[config.mk]
export PLATFORM = sky130hd
export DESIGN_NAME = frame_uart_dump
export DESIGN_NICKNAME = d
export VERILOG_FILES = /design/src/rtl/frame_dump_pkg.sv /design/src/rtl/uart_tx_8n1.sv /design/src/rtl/frame_uart_dump.sv
export SDC_FILE = /design/constraint.sdc
export NUM_CORES = 1
export LEC_CHECK = 0
export CAP_MARGIN = 20
export CORE_MARGIN = 4
export CORE_UTILIZATION = 55
export CTS_CLUSTER_SIZE = 24
export DETAILED_ROUTE_END_ITERATION = 10
export GPL_ROUTABILITY_DRIVEN = 1
export PLACE_DENSITY = 0.79
export SYNTH_ARGS = -nofsm -noshare
export SYNTH_HDL_FRONTEND = slang
export SYNTH_HIERARCHICAL = 1
export SYNTH_SLANG_ARGS = --single-unit
[constraint.sdc]
create_clock -name pixclk -period 3.4 [get_ports pixclk]
set_clock_uncertainty 0.2 [all_clocks]
set_input_delay 0.68 -clock pixclk [delete_from_list [all_inputs] [get_ports pixclk]]
set_output_delay 0.68 -clock pixclk [all_outputs]
set_load 0.03 [all_outputs]
[src/rtl/frame_dump_pkg.sv]
// frame_dump_pkg: shared header bytes and dump FSM states
package frame_dump_pkg;
  localparam logic [7:0] HDR0_BYTE = 8'hA5;
  localparam logic [7:0] HDR1_BYTE = 8'h5A;
  typedef enum logic [2:0] {IDLE, HDR0, HDR1, FETCH, LATCH, SEND, CKSUM, FIN} state_t;
endpackage

[src/rtl/uart_tx_8n1.sv]
// uart_tx_8n1: 8N1 UART transmitter with a valid/ready byte handshake
// Ports: pixclk, reset (sync, active high); data/valid/ready accept one byte when idle; tx is the idle-high line.
module uart_tx_8n1 #(
  parameter int CLKS_PER_BIT = 217
) (
  input  logic       pixclk,
  input  logic       reset,
  input  logic [7:0] data,
  input  logic       valid,
  output logic       ready,
  output logic       tx
);
  localparam int CW = $clog2(CLKS_PER_BIT + 1);
  logic [9:0] shreg;
  logic [3:0] bit_cnt;
  logic [CW-1:0] clk_cnt;
  logic active;
  assign ready = !active;
  assign tx = active ? shreg[0] : 1'b1;
  always_ff @(posedge pixclk)
    if (reset) begin
      active <= 1'b0;
      shreg <= '1;
      bit_cnt <= '0;
      clk_cnt <= '0;
    end else if (!active) begin
      if (valid) begin
        active <= 1'b1;
        shreg <= {1'b1, data, 1'b0};
        bit_cnt <= '0;
        clk_cnt <= '0;
      end
    end else if (clk_cnt == CW'(CLKS_PER_BIT - 1)) begin
      clk_cnt <= '0;
      shreg <= {1'b1, shreg[9:1]};
      active <= bit_cnt != 4'd9;
      bit_cnt <= bit_cnt == 4'd9 ? 4'd0 : bit_cnt + 4'd1;
    end else
      clk_cnt <= clk_cnt + 1'b1;
endmodule

[src/rtl/frame_uart_dump.sv]
// frame_uart_dump: streams a framebuffer over UART as header, pixel bytes and checksum
// Ports: pixclk, reset (sync, active high); start requests a dump; ram_addr/ram_data is the external
// 1-cycle-latency read port; tx is the 8N1 line; busy spans the dump; done pulses once at the end.
module frame_uart_dump
  import frame_dump_pkg::*;
#(
  parameter int CLKS_PER_BIT = 217,
  parameter int WORDS = 76800,
  parameter int ADDR_W = 17
) (
  input  logic              pixclk,
  input  logic              reset,
  input  logic              start,
  output logic [ADDR_W-1:0] ram_addr,
  input  logic [31:0]       ram_data,
  output logic              tx,
  output logic              busy,
  output logic              done
);
  state_t state, state_nx;
  logic [31:0] word;
  logic [1:0] byte_idx;
  logic [7:0] cksum, tx_data;
  logic tx_valid, tx_ready, acc, last;
  assign acc = tx_valid & tx_ready;
  assign last = ram_addr == ADDR_W'(WORDS - 1);
  always_ff @(posedge pixclk)
    state <= reset ? IDLE : state_nx;
  // FETCH/LATCH run while the previous byte is still shifting out, keeping the line gap short
  always_comb begin
    state_nx = state;
    case (state)
      IDLE:  state_nx = start ? HDR0 : IDLE;
      HDR0:  state_nx = acc ? HDR1 : HDR0;
      HDR1:  state_nx = acc ? FETCH : HDR1;
      FETCH: state_nx = LATCH;
      LATCH: state_nx = SEND;
      SEND:  state_nx = acc && byte_idx == 2'd3 ? (last ? CKSUM : FETCH) : SEND;
      CKSUM: state_nx = acc ? FIN : CKSUM;
      FIN:   state_nx = tx_ready ? IDLE : FIN;
    endcase
  end
  always_comb begin
    tx_valid = state inside {HDR0, HDR1, SEND, CKSUM};
    tx_data = state == HDR0 ? HDR0_BYTE :
              state == HDR1 ? HDR1_BYTE :
              state == CKSUM ? cksum : word[{byte_idx, 3'b000} +: 8];
    busy = state != IDLE;
    done = state == FIN && tx_ready;
  end
  // the address advances on the last byte of a word so FETCH presents the next one
  always_ff @(posedge pixclk)
    if (reset) begin
      ram_addr <= '0;
      word <= '0;
      byte_idx <= '0;
      cksum <= '0;
    end else begin
      if (state == IDLE && start) begin
        ram_addr <= '0;
        cksum <= '0;
      end
      if (state == LATCH) begin
        word <= ram_data;
        byte_idx <= '0;
      end
      if (state == SEND && acc) begin
        byte_idx <= byte_idx + 2'd1;
        cksum <= cksum + tx_data;
        if (byte_idx == 2'd3 && !last) ram_addr <= ram_addr + 1'b1;
      end
    end
  uart_tx_8n1 #(.CLKS_PER_BIT(CLKS_PER_BIT)) u_tx (
    .pixclk(pixclk),
    .reset(reset),
    .data(tx_data),
    .valid(tx_valid),
    .ready(tx_ready),
    .tx(tx)
  );
endmodule

==> impl_metrics.toml, run 1 <==
[worst_setup_path]
r2r_slack_ps = 360
cp_data_required_time_ps = 2520
cp.arrival_ps = 2170
cp-startpoint = "state[1]"
end_kind = "primary output"
path_class = "register to primary output"
worstSetupStartpointType = "register"
r2r_start = "byte_idx[0]"
crit_fanout = 16

[synth]
ys_ff_latch = 84
ys_warn_count = 6
synth_cells = 522
synth_nets = 571
synth_area_leaders = "dfxtp_1 (38%), nand2_1 (8.0%), a21oi_1 (7.0%), mux4_1 (4.2%), ha_1 (3.7%)"
synth_edf_count = 0
synth_top_cell_by_area = "dfxtp_1"
yosysTopAreaCellShare = 0.383
yosysSeqAreaShare = 0.383
async_flop_share = 0
synth.avg_cell_area_um2 = 8.40
synth_cell_types = 68
synthFlopType = "dfxtp_1"
syn-cell-area_mm2 = 0.00439

[clock_tree]
h-tree-depth = 3
postCtsHoldBufs = 0
cts-root-buf = "clkbuf_8"
clk_pin_slew_ps = 80
cts_resized = 0
tritoncts = "done"
clock_latency_ps = 370
cts_buffer_depth = 2
clock_sinks = 84
postCtsSetupBuffers = 0
cts_made_buffers = 9

[finish]
final_common_cell = "nand2_1"
layout_common_cells = "nand2_1 (93), dfxtp_1 (84), a21oi_1 (61), clkdlybuf4s50_1 (53), nor2_1 (38)"
multi_input_comb_area_mm2 = 0.00252
drive_above_1_share = 0.0701
seq_area_mm2 = 0.00168
layout.nets = 615
fill_cells = 613
layout-area-overhead-vs-synth_pct = 18.9
antenna_cells = 0

[power]
p_per_area_mw_per_mm2 = 481
ir_drop_mv = 0.252
p_leak_uw = 0.00182

[place]
dp_hpwl_mm = 7.46
place_congestion = 0.884
dp_slack_ps = 409
io_buffers = 54

[floorplanning]
die_w_um = 97.3
placementRows = 32
core-area_mm2 = 0.00773
die_area_mm2 = 0.00947
die_height_um = 97.3
io_pins = 55
start_util = 0.568

[sta]
period_needed_ps = 3050
fin_ws_ps = 348
final-max-slew-violation-count = 0
rsz0062_at_grt = "no"
slew_headroom = 0.310
setup_tns_ps = 0
tightest_slew_ps = 1030
setup_viol = 0
fin_crit_sh = 0.898
timing.fmax_ghz = 0.328
hold_violations = 0

[grt]
gr-total-overflow = 0
grt_usage = 0.222
antenna_found_initial = 0
grt_first_pass_wirelength_mm = 17.5
grt_max_degree = 46
grt_pass1_vias = 3824

[drt]
avgRoutedWirePerCell_um = 15.6
drt_iter0_markers = 255
avgViaCountPerCell = 5.90
routed_wl_mm = 10.5
ant_nets = 0
drc = 0
first_pass_iters = 5
via_count = 3969

[run_status]
outcome = "finished, final reports clean"

[hold_path]
hp-class = "register to register"
worstHoldStart = "word[6]"

[run]
max_cap_violations = 0
==> cells in the mapped netlist, types with 10 or more instances <==
library cell and n:
ha_1 13, a22oi_1 10, nand3_1 12, nor2_1 38, o21ai_0 11, inv_1 14, dfxtp_1 84, nor3_1 21
nand2_1 93, a21oi_1 61, clkbuf_1 19, a31oi_1 11
==> registers in the layout, indices dropped and copies added (netlist names) <==
name and flops:
byte_idx 2, cksum 8, ram_addr 17, state 3
u_tx/active 1, u_tx/bit_cnt 4, u_tx/clk_cnt 8, u_tx/shreg 9
word 32
==> metrics by stage <==
| step | power, µW | utilization | instance area (µm²) | instances | hold slack (ps) |
|---|---|---|---|---|---|
| after CTS | 2510 | 0.675 | 5220 | 673 | 255 |
| after floorplan | 1510 | - | 4390 | 522 | 232 |
| final | 2510 | 0.675 | 5220 | 673 | 254 |
| after global routing | 2630 | 0.675 | 5220 | 673 | 271 |
| after detailed placement | 1660 | 0.644 | 4980 | 657 | 244 |
| after global placement | 1650 | 0.644 | 4980 | 657 | 238 |
==> worst max-delay path, cell delays in order, from the launching register on <==
cell	delay [ps]
dfxtp_1	670
inv_1	240
nor2_1	210
clkdlybuf4s50_1	690
==> power by group <==
part	total (µW)	switching [µW]	internal [µW]
registers	1110	61.7	1050
logic	533	314	219
clock network	860	372	488
==> logic make-up (layout without fill, tap and decap cells) <==
group,Yosys count,count (layout),synth area share
flops,84,84,0.383
compound gates,135,135,0.202
mux,19,19,0.0730
simple gates,213,213,0.232
buf+inv,44,93,0.0422
fa+ha+maj,14,14,0.0416
xor+xnor,13,13,0.0260
==> per-layer routing <==
| metal | up-vias | share of wire | wire length, µm | track usage |
|---|---|---|---|---|
| met5 | - | 0 | 0 | 0 |
| met4 | 0 | 0.021 | 226 | 0.0735 |
| met3 | 24 | 0.050 | 524 | 0.0488 |
| met2 | 117 | 0.48 | 5040 | 0.390 |
| met1 | 1853 | 0.45 | 4730 | 0.271 |
| li1 | 1975 | - | - | - |
==> path summary, 6_finish.rpt <==
kind	to	cells after the start
max	done	3
min	word[6]	2
max reg2reg	cksum[6]	10
min reg2reg	word[6]	2
==> area by class of cell <==
class                   instances  share of cell area
multi-input cells             394               0.483
flip-flops and latches         84               0.322
repair buffers                 61               0.113
clock buffers                  10              0.0245
well taps                     102              0.0245
clock inverters                 6              0.0216
inverters                      16              0.0115
Power figures use the tool's default switching activity.
==> run 2: changes to the inputs <==
Settings changed: PLACE_DENSITY 0.79 to 0.8, SYNTH_HIERARCHICAL 1 to unset.
==> impl_metrics.toml, run 2 <==
[sta]
period_needed_ps = 3230
hold_violations = 0
setup_viol = 0
timing.fmax_ghz = 0.310
fin_crit_sh = 0.949
final-max-slew-violation-count = 0
setup_tns_ps = 0
slew_headroom = 0.347
rsz0062_at_grt = "no"
tightest_slew_ps = 976

[clock_tree]
clk_pin_slew_ps = 80
h-tree-depth = 3
postCtsSetupBuffers = 0
postCtsHoldBufs = 0
cts_made_buffers = 9
cts_buffer_depth = 2
clock_latency_ps = 350
cts-root-buf = "clkbuf_8"
clock_sinks = 84
tritoncts = "done"

[worst_setup_path]
path_buf_inv = 1
slowest_stage = "mux4_2"
path_class = "register to register"
cp-startpoint = "byte_idx[0]"
crit_path_max_incr_delay_ps = 510
cp-endpoint = "cksum[7]"
path_depth = 11
cp.arrival_ps = 3300
crit_path_cell_trace = "buf_4, mux4_2, a22oi_1, o21ai_0, ha_1, a21o_1, a2111oi_1, a21oi_1, xnor2_1, or3_1, a31oi_1"
path_delay_family = "compound AO/OA/AOI/OAI gates"
worstSetupStartpointType = "register"
r2r_start = "byte_idx[0]"
rr_worst_depth = 11
rr_endpoint = "cksum[7]"
end_kind = "register"
crit_fanout = 4
cp_data_required_time_ps = 3480
r2r_slack_ps = 170

[synth]
yosysSeqAreaShare = 0.398
ys_top_cells_by_count = "dfxtp_1 (84), nand2_1 (84), a21oi_1 (63)"
synthFlopType = "dfxtp_1"
synth_cells = 501
async_flop_share = 0
synth_area_leaders = "dfxtp_1 (40%), a21oi_1 (7.5%), nand2_1 (7.5%), nor2_1 (5.2%), ha_1 (3.8%)"
ys_warn_count = 0
synth_top_cell_by_area = "dfxtp_1"
synth_edf_count = 0
synth.avg_cell_area_um2 = 8.44
syn-cell-area_mm2 = 0.00423
ys_ff_latch = 84
synth_cell_types = 58
yosysTopAreaCellShare = 0.398
synth_nets = 550

[hold_path]
hp-class = "register to register"

[grt]
grt_first_pass_wirelength_mm = 16.2
grt_usage = 0.223
grt_pass1_vias = 3578
gr-total-overflow = 0
grt_max_degree = 38
antenna_found_initial = 0

[floorplanning]
die_area_mm2 = 0.00915
start_util = 0.574
core-area_mm2 = 0.00737
io_pins = 55
die_height_um = 95.7
die_w_um = 95.7
placementRows = 31

[power]
p_per_area_mw_per_mm2 = 463
power_frac_comb = 0.239
power_frac_clock = 0.284
p_sw_uw = 736
p_leak_uw = 0.00180
p_int_uw = 1590
seqPwrFrac = 0.477
ir_drop_mv = 0.227
netSwitchingFraction = 0.317

[finish]
final_common_cell = "nand2_1"
largest_reg_flops = 32
layout-area-overhead-vs-synth_pct = 18.8
layout_common_cells = "nand2_1 (84), dfxtp_1 (83), a21oi_1 (63), nor2_1 (57), clkdlybuf4s50_1 (53)"
design_area_mm2 = 0.00502
largestRegisters = "word: 32 flops, ram_addr: 17 flops, u_tx.shreg: 9 flops"
antenna_cells = 0
layout.nets = 598
final_util = 0.681
drive_above_1_share = 0.0722
top_register = "word"

[drt]
via_count = 3714
first_pass_iters = 4
drt_iter0_markers = 218
drc = 0
ant_nets = 0
routed_wl_mm = 9.44
avgViaCountPerCell = 5.69
avgRoutedWirePerCell_um = 14.5

[place]
place_congestion = 0.908
io_buffers = 54
dp_hpwl_mm = 6.97
place_area_mm2 = 0.00484

[run_status]
outcome = "finished, final reports clean"

[run]
max_cap_violations = 0
-- run 2: changes by cell type in the layout (fill, tap and decap cells not counted), moves of 4 or more --
cell,before,now
xnor2_1,5,15
inv_1,14,9
buf_4,7,11
and3_1,2,7
nand2_1,93,84
nor3_1,21,14
o2111ai_1,7,0
a31oi_1,11,1
nor2_1,38,57
-- run 2: per-layer routing --
layer / global-route usage / vias up / wire (µm)
li1: - / 1854 / -
met1: 0.277 / 1756 / 4260
met2: 0.376 / 87 / 4550
met3: 0.0458 / 17 / 417
met4: 0.0912 / 0 / 215
met5: 0 / - / 0
-- run 2: worst reg2reg max path, delay by kind of cell, from the launching register on --
kind | cells | cell delay [ps]
compound gates | 6 | 1230
mux | 1 | 510
flops | 1 | 370
simple gates | 1 | 310
fa+ha+maj | 1 | 240
buf+inv | 1 | 150
xor+xnor | 1 | 150
-- run 2: logic make-up (layout without fill, tap and decap cells) --
group,Yosys count,count (layout),share of synthesized area
adders and majority gates,14,14,0.0432
buffers and inverters,37,90,0.0397
AOI/OAI and AO/OA,111,111,0.159
DFF,84,84,0.398
and+or+nand+nor,218,218,0.251
muxes,16,16,0.0660
xor gates and xnor gates,21,21,0.0435
-- run 2: worst min-delay path by stage --
stage	cells past startpoint	from	endpoint	slack, ps
floorplan	2	word[11]	word[11]	230
global placement	2	word[10]	word[10]	240
detailed placement	2	word[12]	word[12]	240
CTS	2	word[12]	word[12]	250
global route	2	word[12]	word[12]	280
finish	2	word[20]	word[20]	260
-- run 2: timing repair --
item,CTS,global route
hold endpoints to repair,0,0
endpoints found under the setup margin,0,1
gates resized for setup,0,2
-- run 2: power by group through the flow --
stage | clock, µW | combinational (µW) | sequential [µW]
2_1_floorplan | 0 | 410 | 1110
3_3_place_gp | 0 | 542 | 1130
3_5_place_dp | 0 | 555 | 1130
4_1_cts | 666 | 557 | 1110
5_1_grt | 712 | 629 | 1120
6_report | 659 | 556 | 1110
-- run 2: cell type report --
type | instances | area, µm²
clock buffers | 13 | 159
clock inverters | 3 | 21.3
fillers | 601 | 2350
inverters | 9 | 33.8
multi-input cells | 380 | 2380
flip-flops and latches | 84 | 1680
well taps | 99 | 124
repair buffers | 65 | 618
-- run 2: stage by stage --
step | setup slack [ps] | std cells | total power (µW) | hold slack [ps]
after global placement | 295 | 637 | 1670 | 244
after global routing | 3.96 | 653 | 2460 | 276
after CTS | 179 | 653 | 2330 | 255
after detailed placement | 230 | 637 | 1680 | 245
after floorplan | 324 | 501 | 1520 | 232
final | 174 | 653 | 2320 | 257
==> run 3: changes to the inputs <==
Settings changed: PLACE_DENSITY 0.8 to unset, PLACE_DENSITY_LB_ADDON set to 0.25.
==> impl_metrics.toml, run 3 (synthesized netlist as in run 2, its figures left out) <==
[floorplanning]
start_util = 0.574
core-area_mm2 = 0.00737
placementRows = 31
die_height_um = 95.7
die_w_um = 95.7
io_pins = 55
die_area_mm2 = 0.00915

[place]
dp_hpwl_mm = 6.91
dp_slack_ps = 88.8
place_congestion = 0.915
dp_cells = 639
io_buffers = 54

[grt]
antenna_found_initial = 0
grt_max_degree = 34
gr-total-overflow = 0
grt_usage = 0.217
grt_first_pass_wirelength_mm = 15.8
grt_pass1_vias = 3497

[worst_setup_path]
cp.arrival_ps = 3300
crit_fanout = 5
end_kind = "register"
worstSetupStartpointType = "register"
cp_data_required_time_ps = 3480
path_class = "register to register"

[clock_tree]
clock_latency_ps = 350
clk_pin_slew_ps = 90
cts_buffer_depth = 2
h-tree-depth = 3
tritoncts = "done"
cts_made_buffers = 9
clock_sinks = 84
cts-root-buf = "clkbuf_8"

[sta]
timing.fmax_ghz = 0.310
period_needed_ps = 3220
hold_violations = 0
fin_crit_sh = 0.948
setup_viol = 0
rsz0062_at_grt = "no"
fin_ws_ps = 175
setup_tns_ps = 0
final-max-slew-violation-count = 0
slew_headroom = 0.507
tightest_slew_ps = 735

[hold_path]
hp-class = "register to register"

[run]
max_cap_violations = 0

[finish]
top_register = "word"
largest_reg_flops = 32
layout.cells.non_filler = 655
layout_common_cells = "nand2_1 (84), dfxtp_1 (84), a21oi_1 (63), nor2_1 (57), clkdlybuf4s50_1 (53)"
layout-area-overhead-vs-synth_pct = 20.3
largestRegisters = "word: 32 flops, ram_addr: 17 flops, u_tx.shreg: 9 flops"
fill_cells = 632
drive_above_1_share = 0.0773
seq_area_mm2 = 0.00168
antenna_cells = 0
final_util = 0.690
layout.nets = 600
multi_input_comb_area_mm2 = 0.00239

[drt]
routed_wl_mm = 9.26
avgViaCountPerCell = 5.57
via_count = 3646
drc = 0
drt_iter0_markers = 109
ant_nets = 0
avgRoutedWirePerCell_um = 14.1
first_pass_iters = 5

[power]
ir_drop_mv = 0.268
p_per_area_mw_per_mm2 = 487
p_leak_uw = 0.00183

[run_status]
outcome = "finished, final reports clean"
## run 3: cell count changes in the layout (fill, tap and decap cells not counted), sizes merged
cell / previous run / this run
bufinv: 0 / 2
clkbuf: 13 / 11
buf: 12 / 14
clkinv: 2 / 0
inv: 9 / 10
clkinvlp: 1 / 2
## run 3: cell type report
type | count | area share
Multi-Input combinational cell | 380 | 0.469
Sequential cell | 84 | 0.331
Timing Repair Buffer | 67 | 0.125
Clock buffer | 11 | 0.0278
Tap cell | 99 | 0.0244
Clock inverter | 5 | 0.0165
Inverter | 9 | 0.00665
## run 3: worst max-delay path, stage by stage (launching register included)
cell	delay [ps]
dfxtp_1	450
mux4_1	610
a21oi_1	160
nor2_1	80
ha_1	330
a21o_1	220
a2111oi_2	370
a21oi_1	140
xnor2_1	150
or3_1	310
a31oi_1	130
## run 3: path summary, 6_finish.rpt
check | startpoint | endpoint | slack [ps] | depth (start not counted)
setup / recovery | byte_idx[0] | cksum[7] | 180 | 10
hold / removal | word[11] | word[11] | 260 | 2
hold reg to reg | word[11] | word[11] | 260 | 2
setup reg to reg | byte_idx[0] | cksum[7] | 180 | 10
## run 3: power by group
part           total [µW]  switching, µW  internal, µW
sequential           1110           54.9          1060
clock                 808            371           437
combinational         555            329           226
## run 3: through the flow
stage          power (µW)  area [µm²]  hold WS [ps]
6_report             2480        5080           256
5_1_grt              2620        5080           278
4_1_cts              2490        5080           258
3_5_place_dp         1690        4850           246
3_3_place_gp         1680        4850           240
2_1_floorplan        1520        4230           232
## run 3: layer usage
layer	vias to the layer above	track usage	wire length [µm]
met1	1690	0.258	4020
met3	17	0.0537	409
li1	1861	-	-
met2	78	0.377	4630
met4	0	0.0782	200
met5	-	0	0
## run 3: repair_timing
action / in CTS / in global routing
hold buffers: 0 / 0
resized for setup: 0 / 2
buffers inserted: 0 / 0
endpoints found under the setup margin: 0 / 1
